[config.mk]
export PLATFORM = sky130hd
export DESIGN_NAME = alu_arbiter_flat
export DESIGN_NICKNAME = d
export VERILOG_FILES = /design/src/rtl/alu_arbiter_if.sv /design/src/rtl/alu_arbiter.sv /design/src/flat_wrapper.sv
export SDC_FILE = /design/constraint.sdc
export NUM_CORES = 1
export LEC_CHECK = 0
export BUFFER_PORTS_ARGS = -buffer_cell sky130_fd_sc_hd__buf_2
export CAP_MARGIN = 30
export CORE_ASPECT_RATIO = 0.9
export CORE_MARGIN = 2
export CORE_UTILIZATION = 45
export DETAILED_ROUTE_END_ITERATION = 7
export GPL_TIMING_DRIVEN = 0
export PLACE_DENSITY = 0.87
export SLEW_MARGIN = 20
export SYNTH_ARGS = -nofsm -noshare
export SYNTH_HDL_FRONTEND = slang
export SYNTH_SLANG_ARGS = --single-unit
[constraint.sdc]
create_clock -name clk -period 5.9 [get_ports clk]
set_input_delay 0 -clock clk [delete_from_list [all_inputs] [get_ports clk]]
set_output_delay 0 -clock clk [all_outputs]
set_load 0.02 [all_outputs]
[src/rtl/alu_arbiter_if.sv]
// Requester/response handshake bundle between the two ALU clients and the arbiter.
interface alu_arbiter_if #(
  parameter int unsigned DATA_W = 32,
  parameter int unsigned OP_W   = 4
);
  logic              req0_valid;
  logic              req0_ready;
  logic [OP_W-1:0]   req0_op;
  logic [DATA_W-1:0] req0_a;
  logic [DATA_W-1:0] req0_b;
  logic              req1_valid;
  logic              req1_ready;
  logic [OP_W-1:0]   req1_op;
  logic [DATA_W-1:0] req1_a;
  logic [DATA_W-1:0] req1_b;
  logic [1:0]        rsp_valid;
  logic [1:0]        rsp_ready;
  logic [DATA_W-1:0] rsp_result;
  logic              rsp_zero;
  logic              rsp_ovf;
  logic              rsp_err;

  // Arbiter side
  modport slave (
    input  req0_valid, req0_op, req0_a, req0_b,
    input  req1_valid, req1_op, req1_a, req1_b,
    input  rsp_ready,
    output req0_ready, req1_ready,
    output rsp_valid, rsp_result, rsp_zero, rsp_ovf, rsp_err
  );

  // Requester side
  modport master (
    output req0_valid, req0_op, req0_a, req0_b,
    output req1_valid, req1_op, req1_a, req1_b,
    output rsp_ready,
    input  req0_ready, req1_ready,
    input  rsp_valid, rsp_result, rsp_zero, rsp_ovf, rsp_err
  );
endinterface

[src/rtl/alu_arbiter.sv]
// Round-robin share of one registered ALU between two requesters, one op in flight.
module alu_arbiter #(
  parameter int unsigned DATA_W  = 32,
  parameter int unsigned OP_W    = 4,
  parameter int unsigned ALU_LAT = 1,
  parameter int unsigned MAX_OP  = 4
) (
  input  logic              clk,
  input  logic              rst,
  alu_arbiter_if.slave      bus,
  output logic [OP_W-1:0]   alu_control,
  output logic [DATA_W-1:0] alu_oper1,
  output logic [DATA_W-1:0] alu_oper2,
  input  logic [DATA_W-1:0] alu_result,
  input  logic              alu_overflow
);
  localparam int unsigned CNT_W = 4;

  typedef enum logic [1:0] {IDLE = 2'd0, BUSY = 2'd1, DONE = 2'd2} state_e;

  state_e            state_q, state_d;
  logic              prio_q, prio_d;
  logic              grant_q, grant_d;
  logic [CNT_W-1:0]  cnt_q, cnt_d;
  logic [OP_W-1:0]   alu_control_q, alu_control_d;
  logic [DATA_W-1:0] alu_oper1_q, alu_oper1_d;
  logic [DATA_W-1:0] alu_oper2_q, alu_oper2_d;
  logic [1:0]        rsp_valid_q, rsp_valid_d;
  logic [DATA_W-1:0] rsp_result_q, rsp_result_d;
  logic              rsp_zero_q, rsp_zero_d;
  logic              rsp_ovf_q, rsp_ovf_d;
  logic              rsp_err_q, rsp_err_d;

  logic              win0_c, win1_c, accept_c, op_err_c, rsp_hs_c;
  logic [OP_W-1:0]   op_c;
  logic [DATA_W-1:0] a_c, b_c;

  // Arbitration: lone requester wins, ties go to prio; select the winner's payload
  always_comb begin
    win0_c   = bus.req0_valid & (~bus.req1_valid | ~prio_q);
    win1_c   = bus.req1_valid & (~bus.req0_valid | prio_q);
    accept_c = (state_q == IDLE) & (win0_c | win1_c);
    op_c     = win1_c ? bus.req1_op : bus.req0_op;
    a_c      = win1_c ? bus.req1_a  : bus.req0_a;
    b_c      = win1_c ? bus.req1_b  : bus.req0_b;
    op_err_c = op_c > OP_W'(MAX_OP);
    rsp_hs_c = (state_q == DONE) & rsp_valid_q[grant_q] & bus.rsp_ready[grant_q];
  end

  assign bus.req0_ready = (state_q == IDLE) & win0_c;
  assign bus.req1_ready = (state_q == IDLE) & win1_c;
  assign bus.rsp_valid  = rsp_valid_q;
  assign bus.rsp_result = rsp_result_q;
  assign bus.rsp_zero   = rsp_zero_q;
  assign bus.rsp_ovf    = rsp_ovf_q;
  assign bus.rsp_err    = rsp_err_q;
  assign alu_control    = alu_control_q;
  assign alu_oper1      = alu_oper1_q;
  assign alu_oper2      = alu_oper2_q;

  // State register
  always_ff @(posedge clk or posedge rst) begin
    if (rst) state_q <= IDLE;
    else     state_q <= state_d;
  end

  // Next state: illegal opcodes skip the ALU and answer straight away
  always_comb begin
    state_d = state_q;
    case (state_q)
      IDLE:    if (accept_c) state_d = op_err_c ? DONE : BUSY;
      BUSY:    if (cnt_q == '0) state_d = DONE;
      DONE:    if (rsp_hs_c) state_d = IDLE;
      default: state_d = IDLE;
    endcase
  end

  // Datapath and response updates per state
  always_comb begin
    prio_d        = prio_q;
    grant_d       = grant_q;
    cnt_d         = cnt_q;
    alu_control_d = alu_control_q;
    alu_oper1_d   = alu_oper1_q;
    alu_oper2_d   = alu_oper2_q;
    rsp_valid_d   = rsp_valid_q;
    rsp_result_d  = rsp_result_q;
    rsp_zero_d    = rsp_zero_q;
    rsp_ovf_d     = rsp_ovf_q;
    rsp_err_d     = rsp_err_q;
    case (state_q)
      IDLE: begin
        if (accept_c) begin
          grant_d = win1_c;
          if (op_err_c) begin
            rsp_valid_d  = win1_c ? 2'b10 : 2'b01;
            rsp_result_d = '0;
            rsp_zero_d   = 1'b0;
            rsp_ovf_d    = 1'b0;
            rsp_err_d    = 1'b1;
          end else begin
            alu_control_d = op_c;
            alu_oper1_d   = a_c;
            alu_oper2_d   = b_c;
            cnt_d         = CNT_W'(ALU_LAT);
          end
        end
      end
      BUSY: begin
        if (cnt_q == '0) begin
          rsp_valid_d  = grant_q ? 2'b10 : 2'b01;
          rsp_result_d = alu_result;
          rsp_zero_d   = ~|alu_result;
          rsp_ovf_d    = alu_overflow;
          rsp_err_d    = 1'b0;
        end else begin
          cnt_d = cnt_q - CNT_W'(1);
        end
      end
      DONE: begin
        if (rsp_hs_c) begin
          rsp_valid_d = 2'b00;
          prio_d      = ~grant_q;
        end
      end
      default: ;
    endcase
  end

  // Datapath registers; reset aborts any operation in flight
  always_ff @(posedge clk or posedge rst) begin
    if (rst) begin
      prio_q        <= 1'b0;
      grant_q       <= 1'b0;
      cnt_q         <= '0;
      alu_control_q <= '0;
      alu_oper1_q   <= '0;
      alu_oper2_q   <= '0;
      rsp_valid_q   <= 2'b00;
      rsp_result_q  <= '0;
      rsp_zero_q    <= 1'b0;
      rsp_ovf_q     <= 1'b0;
      rsp_err_q     <= 1'b0;
    end else begin
      prio_q        <= prio_d;
      grant_q       <= grant_d;
      cnt_q         <= cnt_d;
      alu_control_q <= alu_control_d;
      alu_oper1_q   <= alu_oper1_d;
      alu_oper2_q   <= alu_oper2_d;
      rsp_valid_q   <= rsp_valid_d;
      rsp_result_q  <= rsp_result_d;
      rsp_zero_q    <= rsp_zero_d;
      rsp_ovf_q     <= rsp_ovf_d;
      rsp_err_q     <= rsp_err_d;
    end
  end
endmodule

[src/flat_wrapper.sv]
// flat-port wrapper written by rule: the top's interface ports become plain ports
module alu_arbiter_flat 
#(
  parameter int unsigned DATA_W  = 32,
  parameter int unsigned OP_W    = 4,
  parameter int unsigned ALU_LAT = 1,
  parameter int unsigned MAX_OP  = 4
)
  (clk, rst, alu_control, alu_oper1, alu_oper2, alu_result, alu_overflow, bus_req0_valid, bus_req0_op, bus_req0_a, bus_req0_b, bus_req1_valid, bus_req1_op, bus_req1_a, bus_req1_b, bus_rsp_ready, bus_req0_ready, bus_req1_ready, bus_rsp_valid, bus_rsp_result, bus_rsp_zero, bus_rsp_ovf, bus_rsp_err);
  alu_arbiter_if #(.DATA_W(DATA_W), .OP_W(OP_W)) bus_i ();
  input  logic clk;
  input  logic rst;
  output logic [OP_W-1:0] alu_control;
  output logic [DATA_W-1:0] alu_oper1;
  output logic [DATA_W-1:0] alu_oper2;
  input  logic [DATA_W-1:0] alu_result;
  input  logic alu_overflow;
  input wire logic [$bits(bus_i.req0_valid)-1:0] bus_req0_valid;
  input wire logic [$bits(bus_i.req0_op)-1:0] bus_req0_op;
  input wire logic [$bits(bus_i.req0_a)-1:0] bus_req0_a;
  input wire logic [$bits(bus_i.req0_b)-1:0] bus_req0_b;
  input wire logic [$bits(bus_i.req1_valid)-1:0] bus_req1_valid;
  input wire logic [$bits(bus_i.req1_op)-1:0] bus_req1_op;
  input wire logic [$bits(bus_i.req1_a)-1:0] bus_req1_a;
  input wire logic [$bits(bus_i.req1_b)-1:0] bus_req1_b;
  input wire logic [$bits(bus_i.rsp_ready)-1:0] bus_rsp_ready;
  output wire logic [$bits(bus_i.req0_ready)-1:0] bus_req0_ready;
  output wire logic [$bits(bus_i.req1_ready)-1:0] bus_req1_ready;
  output wire logic [$bits(bus_i.rsp_valid)-1:0] bus_rsp_valid;
  output wire logic [$bits(bus_i.rsp_result)-1:0] bus_rsp_result;
  output wire logic [$bits(bus_i.rsp_zero)-1:0] bus_rsp_zero;
  output wire logic [$bits(bus_i.rsp_ovf)-1:0] bus_rsp_ovf;
  output wire logic [$bits(bus_i.rsp_err)-1:0] bus_rsp_err;
  assign bus_i.req0_valid = bus_req0_valid;
  assign bus_i.req0_op = bus_req0_op;
  assign bus_i.req0_a = bus_req0_a;
  assign bus_i.req0_b = bus_req0_b;
  assign bus_i.req1_valid = bus_req1_valid;
  assign bus_i.req1_op = bus_req1_op;
  assign bus_i.req1_a = bus_req1_a;
  assign bus_i.req1_b = bus_req1_b;
  assign bus_i.rsp_ready = bus_rsp_ready;
  assign bus_req0_ready = bus_i.req0_ready;
  assign bus_req1_ready = bus_i.req1_ready;
  assign bus_rsp_valid = bus_i.rsp_valid;
  assign bus_rsp_result = bus_i.rsp_result;
  assign bus_rsp_zero = bus_i.rsp_zero;
  assign bus_rsp_ovf = bus_i.rsp_ovf;
  assign bus_rsp_err = bus_i.rsp_err;
  alu_arbiter #(.DATA_W(DATA_W), .OP_W(OP_W), .ALU_LAT(ALU_LAT), .MAX_OP(MAX_OP)) u_core (.clk(clk), .rst(rst), .bus(bus_i), .alu_control(alu_control), .alu_oper1(alu_oper1), .alu_oper2(alu_oper2), .alu_result(alu_result), .alu_overflow(alu_overflow));
endmodule
# Yosys cells after proc, flatten, opt, wreduce, memory -nomap -nowiden
# Index checks and enable logic that the tools add are counted.
# Widths: inputs -> output; s select.
[word_totals]
output_inout_bits = 107
in_bits = 175
register_bits = 113
[op_classes]
n_addsub = 1
eq_ne = 8
muxes = 36
reduce_logical = 13
bitwise = 15
magnitude_cmp = 2
[ops]
columns = ["op", "n"]
rows = [
  ["$mux 32", 5],
  ["$pmux 32 s2", 1],
  ["$reduce_or 32->1", 1],
  ["$mux 2", 9],
  ["$mux 4", 4],
  ["$pmux 2 s3", 2],
  ["$mux 1", 11],
  ["$ne 2x1->1 const B", 4],
  ["$pmux 4 s2", 1],
  ["$reduce_and 4->1", 2],
  ["$and 1x1->1", 7],
  ["$pmux 1 s2", 3],
  ["$reduce_and 3->1", 2],
  ["$not 1->1", 5],
  ["$reduce_and 5->1", 1],
  ["$gt 4x3->1 const B", 1],
  ["$logic_not 4->1", 1],
  ["$ne 2x2->1 const B", 2],
  ["$reduce_and 2->1", 2],
  ["$sub 4x1->4 const B", 1],
  ["$or 1x1->1", 3],
  ["$reduce_bool 3->1", 1],
  ["$eq 2x1->1 const B", 1],
  ["$eq 2x2->1 const B", 1],
  ["other kinds (4)", 4],
]

# Longest topological paths before layout
# Gate-level depths: netlist of run 1.
[logic_depth]
depth_word = 8
ltp_mapped = 10
ltp_nobuf = 7

# Worst setup path after synthesis of run 1
# Ideal clock, no wire load.
[synth_timing]
path_type = "register to register"
start = "register u_core.state_q[0]"
end = "register u_core.rsp_result_q[0], in the netlist u_core.bus.rsp_result[0]"
required_ps = 5783
path_slack_ps = 4064
path_stages_with_launch = 9
arrival_time_ps = 1720
period_less_slack_ps = 1836
path_cell_list = "dfrtp_1 > ha_1 > nor2b_4 > or4_4 > and3_1 > buf_6 > buf_12 > nand3_2 > nand2_1"
[synth_via]
elab_chain_len = 4
word_cells_on_any_way = 9
classes_between = "4 x eq/ne; 1 x mux; 1 x bitwise; 3 x reduce/logical"
[synth_lines]
columns = ["element", "line_no", "source"]
rows = [
  ["from (decl)", "alu_arbiter.sv:21", "state_e state_q, state_d;"],
  ["from (signal assigned)", "alu_arbiter.sv:64", "else state_q <= state_d;"],
  ["$logic_not 2->1", "alu_arbiter.sv:42, alu_arbiter.sv:91", ""],
  ["$and 1x1->1", "alu_arbiter.sv:42", "accept_c = (state_q == IDLE) & (win0_c | win1_c);"],
  ["$ne 2x1->1 (no source line)", "n/a", ""],
  ["$reduce_and 4->1 (no source line)", "n/a", ""],
  ["to (signal assigned)", "alu_arbiter.sv:152", "rsp_result_q <= rsp_result_d;"],
  ["to (decl)", "alu_arbiter.sv:29", "logic [DATA_W-1:0] rsp_result_q, rsp_result_d;"],
]
# Several ways; a longest one is shown, not always the timed one.
# A chain may end at the register's enable or synchronous reset.

# Worst setup path after layout of run 1
[layout_timing]
start = "register u_core.prio_q"
end = "register u_core.alu_oper1_q[0], in the netlist u_core.alu_oper1[0]"
[layout_via]
elab_chain_len = 6
word_cells_on_any_way = 12
classes_between = "1 x order compare; 2 x mux; 8 x bitwise; 1 x reduce/logical"
[layout_lines]
columns = ["element", "line_no", "source"]
rows = [
  ["from (decl)", "alu_arbiter.sv:22", "logic prio_q, prio_d;"],
  ["from (signal assigned)", "alu_arbiter.sv:145", "prio_q <= prio_d;"],
  ["$or 1x1->1 or $not 1->1 (tied branches)", "alu_arbiter.sv:41, alu_arbiter.sv:40", ""],
  ["$and 1x1->1 or $or 1x1->1 (tied branches)", "alu_arbiter.sv:41, alu_arbiter.sv:40", ""],
  ["$mux 4 or $and 1x1->1 (tied branches)", "alu_arbiter.sv:43, alu_arbiter.sv:40", ""],
  ["$gt 4x3->1 or $or 1x1->1 (tied branches)", "alu_arbiter.sv:46, alu_arbiter.sv:42", ""],
  ["$not 1->1 (no source line) or $and 1x1->1 (tied branches)", "n/a", ""],
  ["$reduce_and 3->1 (no source line)", "n/a", ""],
  ["to (signal assigned)", "alu_arbiter.sv:149", "alu_oper1_q <= alu_oper1_d;"],
  ["to (decl)", "alu_arbiter.sv:26", "logic [DATA_W-1:0] alu_oper1_q, alu_oper1_d;"],
]
# Several ways; a longest one is shown, not always the timed one.

==> run_results.csv, run 1 <==
group,metric,value,unit
grt,grt_antenna_before_repair,5,
grt,gr-total-overflow,0,
sta,hold_viol,0,
setup_path,rrSetupSlack,3.29,ns
sta,fin_crit_sh,44.2,%
sta,slew_headroom,58.6,%
setup_path,cp.required,6.16,ns
place,io_buffers,280,
grt,first_global_vias,7086,
finish,post-route-util,78.7,%
power,sw_frac_of_total,22.6,%
setup_path,cp-start-kind,"flip-flop",
setup_path,crit_path_end_kind,"flip-flop",
logic_synthesis,synth_adder_area_share,0.910,%
finish,drive_gt1_share,36.9,%
grt,grt.total_usage,37.6,%
logic_synthesis,yosys.area.top_type,"dfrtp_1",
place,hpwl,12.9,mm
cts,clkSinkCount,113,
power,p_per_area,216,nW/um^2
cts,post-cts-setup-buffers,0,
outcome,outcome,"complete, no violations",
sta,finalSetupViolCount,0,
logic_synthesis,synth_top_area_share,51.4,%
run,drv_cap,0,
power,ir_drop,0.000168,V
logic_synthesis,synthMuxAreaShare,12.8,%
routing,wl_per_cell,21.2,um
setup_path,crit_type,"flip-flop to flip-flop",
floorplanning,row_count,38,
place,gp_congestion,0.864,
logic_synthesis,synth_cell_type_count,47,
logic_synthesis,synthFlopType,"dfrtp_1",
sta,clock.fmax,383,MHz
logic_synthesis,yosysMostFrequentCell,"nand2_1",
logic_synthesis,syn-num-nets,716,
sta,clock_skew,0.0112,ns
cts,clkLatencyLatePin,0.41,ns
finish,area_growth,71.5,%
cts,clock_path_buffers,2,
logic_synthesis,synth_seq_area_share,51.4,%
power,sequentialPowerShare,38.0,%
sta,worst_pin_slew,0.621,ns
cts,ctsHtreeMaxLevel,4,
setup_path,cp-endpoint,"u_core.alu_oper1[0]",
cts,cts_root_buffer,"clkbuf_16",
cts,cts_resized,0,
routing,drt-total-wl,25.1,mm
floorplanning,core,12000,um^2
cts,cts_buffers,17,
power,clockPowerShare,48.8,%
finish,nets,1187,
min_path,hold_path.class,"primary input to flip-flop",
grt,grt_start_max_net_pins,61,
routing,ant_nets,0,
power,internal-power,1580,uW
logic_synthesis,syn_area_per_cell,10.2,um^2
routing,route.vias.total,6740,
setup_path,rr_worst_depth,7,
logic_synthesis,synthXorXnorAreaFrac,0,%
routing,drc,0,
sta,fin_setup_tns,0,ns
cts,postCtsHoldBufs,171,
setup_path,timing.rr.start,"u_core.prio_q",
setup_path,cp.arrival,2.87,ns
logic_synthesis,synth_area_leaders,"dfrtp_1 (51%), mux2i_1 (12%), nand2_1 (9.6%), nand3_2 (5.6%), o21ai_0 (4.2%)",
power,p_comb_share,13.2,%
logic_synthesis,synth_compound_area_share,10.3,%
logic_synthesis,yosys-top-cells-count,"nand2_1 (141), dfrtp_1 (113), mux2i_1 (67)",
sta,slew_viol_final,0,
sta,rsz0062_at_grt,"no",
setup_path,cp-startpoint,"u_core.prio_q",
finish,fillers,656,
sta,fin_crit,2.61,ns
floorplanning,die_area,13100,um^2
grt,grt_pass1_wl,37.4,mm
logic_synthesis,synth_edf_count,0,
floorplanning,io_pins,282,
power,p_sw,462,uW
setup_path,reg2reg_to,"u_core.alu_oper1[0]",
setup_path,crit_fanout,10,
logic_synthesis,ys_seq_elements,113,
logic_synthesis,synth_top_family_by_area,"simple AND/OR/NAND/NOR gates",
routing,first_pass_iters,6,
cts,tritoncts,"done",
floorplanning,die_h,109,um
logic_synthesis,yosys.area_share.simple,19.8,%
cts,path_clk_slew,0.06,ns
logic_synthesis,ys_warn_count,0,
logic_synthesis,ys_async_sr_fraction,100,%
floorplanning,die_w,121,um
logic_synthesis,synth_cells,537,
power,p_leak,0.00514,uW
floorplanning,initial_core_util,45.9,%
routing,initialDrtViolationCount,553,
routing,viasPerCell,5.68,
logic_synthesis,syn_area,5500,um^2
cell families (layout without fill, tap and decap cells):
family / after synthesis / in the layout
AOI/OAI and AO/OA: 98 / 98
adders and majority gates: 4 / 4
other: 0 / 7
DFF: 113 / 113
muxes: 70 / 70
buffers and inverters: 42 / 525
and+or+nand+nor: 210 / 210
placed cells by master (no fill, tap or decap), types with 4 or more instances in the layout:
master / synthesis / layout
inv_1: 8 / 7
o21ai_1: 32 / 32
nand3_1: 7 / 7
mux2i_1: 67 / 67
ha_1: 4 / 4
buf_2: 16 / 296
clkbuf_16: 0 / 17
clkbuf_1: 8 / 12
dfrtp_1: 113 / 113
nor4_1: 6 / 6
nand3_2: 31 / 31
diode_2: 0 / 7
nor2_1: 4 / 4
clkbuf_8: 0 / 6
buf_4: 4 / 4
o21ai_0: 46 / 46
nand2_1: 141 / 141
dlygate4sd3_1: 0 / 171
critical path: stages (launching register included):
cell and delay (ns):
dfrtp_1 0.41, nand2b_2 0.24, nand2_1 0.28, buf_4 0.29
buf_2 0.38, mux2i_1 0.23, dlygate4sd3_1 0.57, o21ai_1 0.06
per-stage QoR:
stage / instances / setup WS (ns) / instance area, um^2 / hold WS [ns] / power [uW]
4_1_cts: 1180 / 3.29 / 9420 / 0.0323 / 2010
3_3_place_gp: 977 / 1.61 / 7100 / 0.236 / 928
6_report: 1187 / 3.29 / 9440 / 0.0620 / 2040
3_5_place_dp: 978 / 3.83 / 7140 / 0.0858 / 933
5_1_grt: 1184 / 3.18 / 9430 / 0.0931 / 2090
2_1_floorplan: 537 / 2.91 / 5500 / 0.116 / 850
worst min-delay path by stage:
| stage | cells past startpoint | startpoint | end |
|---|---|---|---|
| 2_1_floorplan | 2 | alu_result[0] | u_core.bus.rsp_result[0] |
| 3_3_place_gp | 3 | alu_result[10] | u_core.bus.rsp_result[10] |
| 4_1_cts | 4 | bus_req0_valid | u_core.grant_q |
| 5_1_grt | 4 | bus_req0_op[3] | u_core.state_q[0] |
| 3_5_place_dp | 2 | rst | u_core.bus.rsp_result[8] |
| 6_report | 4 | bus_req0_valid | u_core.grant_q |
registers in the layout, indices dropped and copies added, names as in the netlist:
register               flops
u_core.bus.rsp_err         1
u_core.bus.rsp_valid       2
u_core.bus.rsp_ovf         1
u_core.alu_oper2          32
u_core.cnt_q               4
u_core.bus.rsp_result     32
u_core.grant_q             1
u_core.state_q             2
u_core.prio_q              1
u_core.alu_control         4
u_core.bus.rsp_zero        1
u_core.alu_oper1          32
power by group through the flow:
stage | sequential (uW) | combinational [uW] | clock, uW
final | 776 | 270 | 995
after CTS | 776 | 247 | 988
after global routing | 775 | 281 | 1030
after global placement | 789 | 138 | 0
after detailed placement | 789 | 144 | 0
after floorplan | 789 | 60.8 | 0
metal layers:
metal | routed length [um] | vias up | track usage (%)
li1 | - | 2809 | -
met1 | 8350 | 3123 | 40.0
met2 | 11900 | 622 | 62.4
met3 | 2920 | 184 | 13.3
met4 | 1910 | 2 | 27.2
met5 | 13 | - | 0
cell type report:
| type | instances | area [um^2] | share of cell area [%] |
|---|---|---|---|
| Antenna cell | 7 | 17.5 | 0.186 |
| Buffer | 34 | 234 | 2.48 |
| Clock buffer | 27 | 523 | 5.54 |
| Clock inverter | 4 | 47.5 | 0.504 |
| Inverter | 8 | 35.0 | 0.371 |
| Multi-Input combinational cell | 382 | 2410 | 25.5 |
| Sequential cell | 113 | 2830 | 30.0 |
| Tap cell | 160 | 200 | 2.12 |
| Timing Repair Buffer | 452 | 3140 | 33.3 |
Note: power is estimated with default switching activity, not from simulation.
==> inputs of run 2 (changes only) <==
ABC_AREA = 1   (was default)
CORE_UTILIZATION = 42   (was 45)
PLACE_DENSITY = 0.86   (was 0.87)
clock period = 2.3 ns   (was 5.9 ns; I/O delays follow)
==> run 2 against run 1 <==
  * Clock skew up 0.0040 ns
  * Area after synthesis increased by 1.0%
  * Total power grew to 2.8 times the previous value
  * Clock-buffer cell count is 9 lower
  * Core utilization is 3.8 points lower
  * Critical path type unchanged
  * Combinational power grew to 3.7 times the previous value
  * Global-route usage fell by 1.8 points
  * Highest routed layer is now met4
  * Synthesized cell count increased by 16%
  * Worst hold slack got worse by 0.042 ns
==> run_results.csv, run 2 <==
group,metric,value,unit
cts,post-cts-setup-buffers,0,
sta,clock.fmax,456,MHz
logic_synthesis,synth_top_area_share,50.9,%
logic_synthesis,synth_cell_type_count,28,
outcome,outcome,"complete, no violations",
routing,m1WireLength,8.28,mm
sta,fin_setup_tns,0,ns
routing,top_layer,"met4",
logic_synthesis,synth_area_leaders,"dfrtp_1 (51%), nand2_1 (15%), mux2i_1 (12%), o21ai_1 (4.6%), nand3b_1 (4.5%)",
place,hpwl,13.4,mm
routing,first_pass_iters,5,
finish,area_growth,72.4,%
grt,grt_start_max_net_pins,33,
setup_path,path_buf_inv,4,
setup_path,critPathMostFrequentCell,"buf_6",
logic_synthesis,yosys.area.top_type,"dfrtp_1",
finish,layout_commonest_cell,"buf_2",
power,power,5810,uW
setup_path,reg2reg_to,"u_core.alu_oper1[21]",
setup_path,cp.required,2.57,ns
logic_synthesis,synth_edf_count,0,
sta,slew_headroom,64.0,%
logic_synthesis,synthFlopType,"dfrtp_1",
sta,hold_viol,0,
routing,wl_per_cell,20.1,um
setup_path,timing.rr.start,"u_core.prio_q",
setup_path,crit_path_end_kind,"flip-flop",
cts,clkLatencyLatePin,0.42,ns
routing,wl_met2,12.5,mm
min_path,hold_path.class,"primary input to flip-flop",
setup_path,crit_type,"flip-flop to flip-flop",
floorplanning,die_h,113,um
setup_path,crit_fanout,10,
setup_path,cpLargestDelayFamily,"buffers and inverters",
routing,drt-total-wl,25.6,mm
floorplanning,initial_core_util,43.5,%
logic_synthesis,ys_warn_count,0,
sta,hold_slack,0.0197,ns
setup_path,cp-endpoint,"u_core.alu_oper1[21]",
sta,clock_skew,0.0153,ns
floorplanning,row_count,39,
finish,drive_gt1_share,32.2,%
setup_path,crit_cells,8,
logic_synthesis,syn_area_per_cell,8.89,um^2
sta,worst_pin_slew,0.540,ns
logic_synthesis,yosysMostFrequentCell,"nand2_1",
setup_path,path_cells,"inv_1, nand2_1, nand2_4, buf_6, buf_6, mux2i_1, dlygate4sd3_1, o21ai_1",
finish,antenna_cells,0,
power,p_per_area,607,nW/um^2
cts,clkSinkCount,113,
floorplanning,die_w,125,um
routing,drc,0,
setup_path,rrSetupSlack,0.11,ns
routing,wl_met3,2.65,mm
cts,path_clk_slew,0.06,ns
routing,initialDrtViolationCount,586,
cts,ctsHtreeMaxLevel,4,
logic_synthesis,ys_seq_elements,113,
setup_path,max_stage_delay,0.61,ns
sta,fin_crit_sh,95.3,%
grt,grt_antenna_before_repair,0,
finish,layout_common_cells,"buf_2 (294), nand2_1 (217), dlygate4sd3_1 (168), dfrtp_1 (113), mux2i_1 (62)",
logic_synthesis,syn_area,5560,um^2
setup_path,slowest_stage,"dlygate4sd3_1",
routing,route.vias.total,7058,
floorplanning,io_pins,282,
routing,viasPerCell,5.54,
sta,rsz0062_at_grt,"no",
run,drv_cap,0,
logic_synthesis,synth_seq_area_share,50.9,%
place,gp_congestion,0.883,
routing,ant_nets,0,
place,io_buffers,281,
setup_path,cp-start-kind,"flip-flop",
grt,gr-total-overflow,0,
logic_synthesis,syn-num-nets,804,
setup_path,cp-startpoint,"u_core.prio_q",
logic_synthesis,synth_cells,625,
grt,grt.total_usage,35.8,%
sta,fin_crit,2.19,ns
logic_synthesis,yosys-top-cells-count,"nand2_1 (217), dfrtp_1 (113), mux2i_1 (64)",
sta,finalSetupViolCount,0,
cts,cts_buffers,17,
grt,grt_pass1_wl,39.3,mm
logic_synthesis,ys_async_sr_fraction,100,%
setup_path,cp.arrival,2.47,ns
setup_path,rr_worst_depth,8,
cts,cts_root_buffer,"clkbuf_16",
power,ir_drop,0.000436,V
cts,tritoncts,"done",
finish,nets,1276,
floorplanning,core,12800,um^2
sta,slew_viol_final,0,
cts,clock_path_buffers,2,
power,p_leak,0.00521,uW
floorplanning,die_area,14200,um^2
grt,first_global_vias,7486,
-- run 2: power by group --
| group | switching [uW] | total, uW | internal, uW |
|---|---|---|---|
| sequential | 63.0 | 2140 | 2070 |
| combinational | 502 | 1010 | 506 |
| clock | 1030 | 2670 | 1640 |
-- run 2: cell type report --
cell class	count	area (um^2)
Tap cell	164	205
Fill cell	778	3200
Inverter	22	86.3
Sequential cell	113	2830
Clock inverter	14	156
Clock buffer	18	439
Multi-Input combinational cell	455	2450
Buffer	35	228
Timing Repair Buffer	453	3180
-- run 2: how the worst min path moves through the flow --
stage | start | to | slack, ns | cells after the start
2_1_floorplan | bus_req0_valid | bus_req0_ready | 0.13 | 2
3_3_place_gp | bus_req1_a[6] | u_core.alu_oper1[6] | 0.28 | 3
3_5_place_dp | rst | u_core.alu_oper2[4] | 0.08 | 2
4_1_cts | bus_req0_op[1] | u_core.alu_control[1] | 0.003 | 5
5_1_grt | bus_req0_op[1] | u_core.alu_control[1] | 0.07 | 5
6_report | bus_req0_op[1] | u_core.alu_control[1] | 0.02 | 5
-- run 2: kinds of logic after synthesis --
logic type,count (synthesis),share of synthesized area [%]
and+or+nand+nor,311,24.3
muxes,64,11.5
DFF,113,50.9
buffers and inverters,57,5.31
adders and majority gates,4,0.901
AOI/OAI and AO/OA,75,6.89
xor gates and xnor gates,1,0.158
-- run 2: per-layer routing --
layer / vias up / GRT usage [%]
met5: - / 0
met2: 593 / 62.2
met4: 0 / 26.4
met1: 3266 / 36.5
li1: 3002 / -
met3: 197 / 11.3
-- run 2: stage by stage --
| step | instances | utilization (%) | worst slack, ns | instance area [um^2] |
|---|---|---|---|---|
| final | 1274 | 74.9 | 0.107 | 9580 |
| after global routing | 1274 | 74.9 | 0.0104 | 9580 |
| after CTS | 1274 | 74.7 | 0.0450 | 9540 |
| after detailed placement | 1074 | 56.8 | 0.300 | 7270 |
| after global placement | 1070 | 56.1 | 0.138 | 7170 |
| after floorplan | 625 | - | 0.624 | 5560 |
-- run 2: repair_timing --
| item | 4_1_cts | 5_1_grt |
|---|---|---|
| gates resized for setup | 0 | 11 |
| setup endpoints to repair | 0 | 22 |
| endpoints found under the hold margin | 120 | 0 |
| hold buffers | 168 | 0 |
-- run 2: worst reg2reg max path: cells and delay by family (launching register included) --
family	cells	cell delay, ns
AOI/OAI and AO/OA	1	0.09
muxes	1	0.24
and+or+nand+nor	2	0.26
buffers and inverters	4	1.11
DFF	1	0.37
==> inputs of run 3 (changes only) <==
CORE_UTILIZATION = 45   (was 42)
CTS_BUF_LIST = sky130_fd_sc_hd__clkbuf_16   (was default)
PLACE_DENSITY = 0.87   (was 0.86)
clock period = 2.5 ns   (was 2.3 ns; I/O delays follow)
==> run 3 against run 2 <==
  * Worst hold slack improved by 0.0080 ns
  * Via count shrank 1.2%
  * Clock-buffer cell count decreased by 1
  * Clock power decreased by 6%
  * Combinational power shrank 10%
  * Critical endpoint is now u_core.alu_oper1[5]
  * Die area is 6.4% lower
==> run_results.csv, run 3 (synthesized netlist as in run 2, its figures left out) <==
group,metric,value,unit
power,ir_drop,0.000454,V
cts,clkSinkCount,113,
floorplanning,core,12000,um^2
run,drv_cap,0,
floorplanning,row_count,38,
floorplanning,io_pins,282,
grt,grt_start_max_net_pins,33,
floorplanning,die_w,121,um
routing,wl_per_cell,19.4,um
finish,layout.cells.non_filler,1268,
grt,grt_antenna_before_repair,1,
power,p_leak,0.00520,uW
finish,fillers,646,
setup_path,cp.arrival,2.70,ns
place,io_buffers,281,
sta,hold_slack,0.0277,ns
routing,first_pass_iters,8,
sta,slew_headroom,60.5,%
finish,post-route-util,79.3,%
routing,initialDrtViolationCount,707,
cts,ctsHtreeMaxLevel,4,
finish,final_area,9530,um^2
routing,drc,0,
cts,path_clk_slew,0.06,ns
place,placed_cells,1070,
place,hpwl,12.9,mm
outcome,outcome,"complete, no violations",
setup_path,cp-start-kind,"flip-flop",
finish,area_growth,71.6,%
sta,clock.fmax,407,MHz
place,gp_congestion,0.817,
grt,first_global_vias,7255,
floorplanning,die_area,13300,um^2
setup_path,crit_type,"flip-flop to flip-flop",
finish,layout_commonest_cell,"buf_2",
finish,nets,1274,
power,p_per_area,565,nW/um^2
cts,cts_buffers,17,
grt,grt_pass1_wl,38.2,mm
finish,layout_common_cells,"buf_2 (295), nand2_1 (217), dlygate4sd3_1 (166), dfrtp_1 (113), mux2i_1 (63)",
min_path,hold_path.class,"primary input to flip-flop",
cts,tritoncts,"done",
finish,drive_gt1_share,31.7,%
grt,gr-total-overflow,0,
cts,clkLatencyLatePin,0.40,ns
routing,viasPerCell,5.50,
setup_path,crit_path_end_kind,"flip-flop",
sta,fin_crit,2.45,ns
sta,fin_setup_tns,0,ns
sta,clock_skew,0.0102,ns
sta,slew_viol_final,0,
sta,hold_viol,0,
routing,drt-total-wl,24.6,mm
sta,finalSetupViolCount,0,
place,place_area,7260,um^2
setup_path,cp.required,2.75,ns
grt,grt.total_usage,38.1,%
floorplanning,initial_core_util,46.2,%
sta,fin_crit_sh,98.2,%
cts,clock_path_buffers,2,
routing,route.vias.total,6971,
setup_path,crit_fanout,10,
cts,cts_root_buffer,"clkbuf_16",
sta,worst_pin_slew,0.593,ns
floorplanning,die_h,109,um
routing,ant_nets,0,
run 3: changes by cell type in the layout (fill, tap and decap cells not counted), sizes merged:
cell / before / now
diode: 0 / 2
dlygate4sd3: 168 / 166
inv: 24 / 22
buf: 309 / 308
bufinv: 2 / 4
clkinv: 5 / 4
run 3: repair_timing:
item	CTS	global route
setup buffers	0	0
resized for setup	0	3
endpoints found under the setup margin	0	2
hold endpoints to repair	156	0
hold buffers	166	0
run 3: worst max-delay path: stages (launching register included):
cell and delay [ns]:
dfrtp_1 0.37, inv_1 0.08, nand2_1 0.10, nand2_2 0.20, buf_6 0.22, clkbuf_4 0.28
mux2i_1 0.24, dlygate4sd3_1 0.66, o21ai_1 0.14
run 3: stage by stage:
step,total power (uW),setup slack (ns)
detailed placement,2580,0.522
floorplan,2280,0.824
CTS,5290,0.207
global route,5560,-0.0124
finish,5390,0.0456
global placement,2550,0.363
run 3: cell type report:
| type | count | area, um^2 | share of cell area (%) |
|---|---|---|---|
| plain buffers | 35 | 218 | 2.28 |
| flip-flops and latches | 113 | 2830 | 29.7 |
| clock buffers | 17 | 425 | 4.46 |
| multi-input cells | 455 | 2440 | 25.6 |
| well taps | 160 | 200 | 2.10 |
| repair buffers | 451 | 3160 | 33.2 |
| inverters | 22 | 86.3 | 0.906 |
| clock inverters | 13 | 171 | 1.80 |
| diodes | 2 | 5.00 | 0.0525 |
run 3: report_power, final:
group          total (uW)  internal [uW]  switching (uW)
Combinational         909            464             445
Clock                2510           1640             873
Sequential           1970           1910            57.4
run 3: worst paths after layout:
check                                           endpoint  slack (ns)  cells after the start                      from
worst max-delay path                 u_core.alu_oper1[5]        0.05                      8             u_core.prio_q
worst min-delay path               u_core.alu_control[1]        0.03                      5            bus_req1_op[1]
worst max register to register       u_core.alu_oper1[5]        0.05                      8             u_core.prio_q
worst min register to register  u_core.bus.rsp_result[9]        0.47                      2  u_core.bus.rsp_result[9]
max in group asynchronous       u_core.bus.rsp_result[4]        1.62                      5                       rst
min in group asynchronous            u_core.alu_oper2[1]        0.19                      3                       rst
run 3: metal layers:
layer	vias up	wire length (um)	track usage, %
li1	3000	-	-
met1	3281	8440	40.1
met2	534	12000	63.2
met3	156	2590	16.3
met4	0	1580	24.1
met5	-	0	0
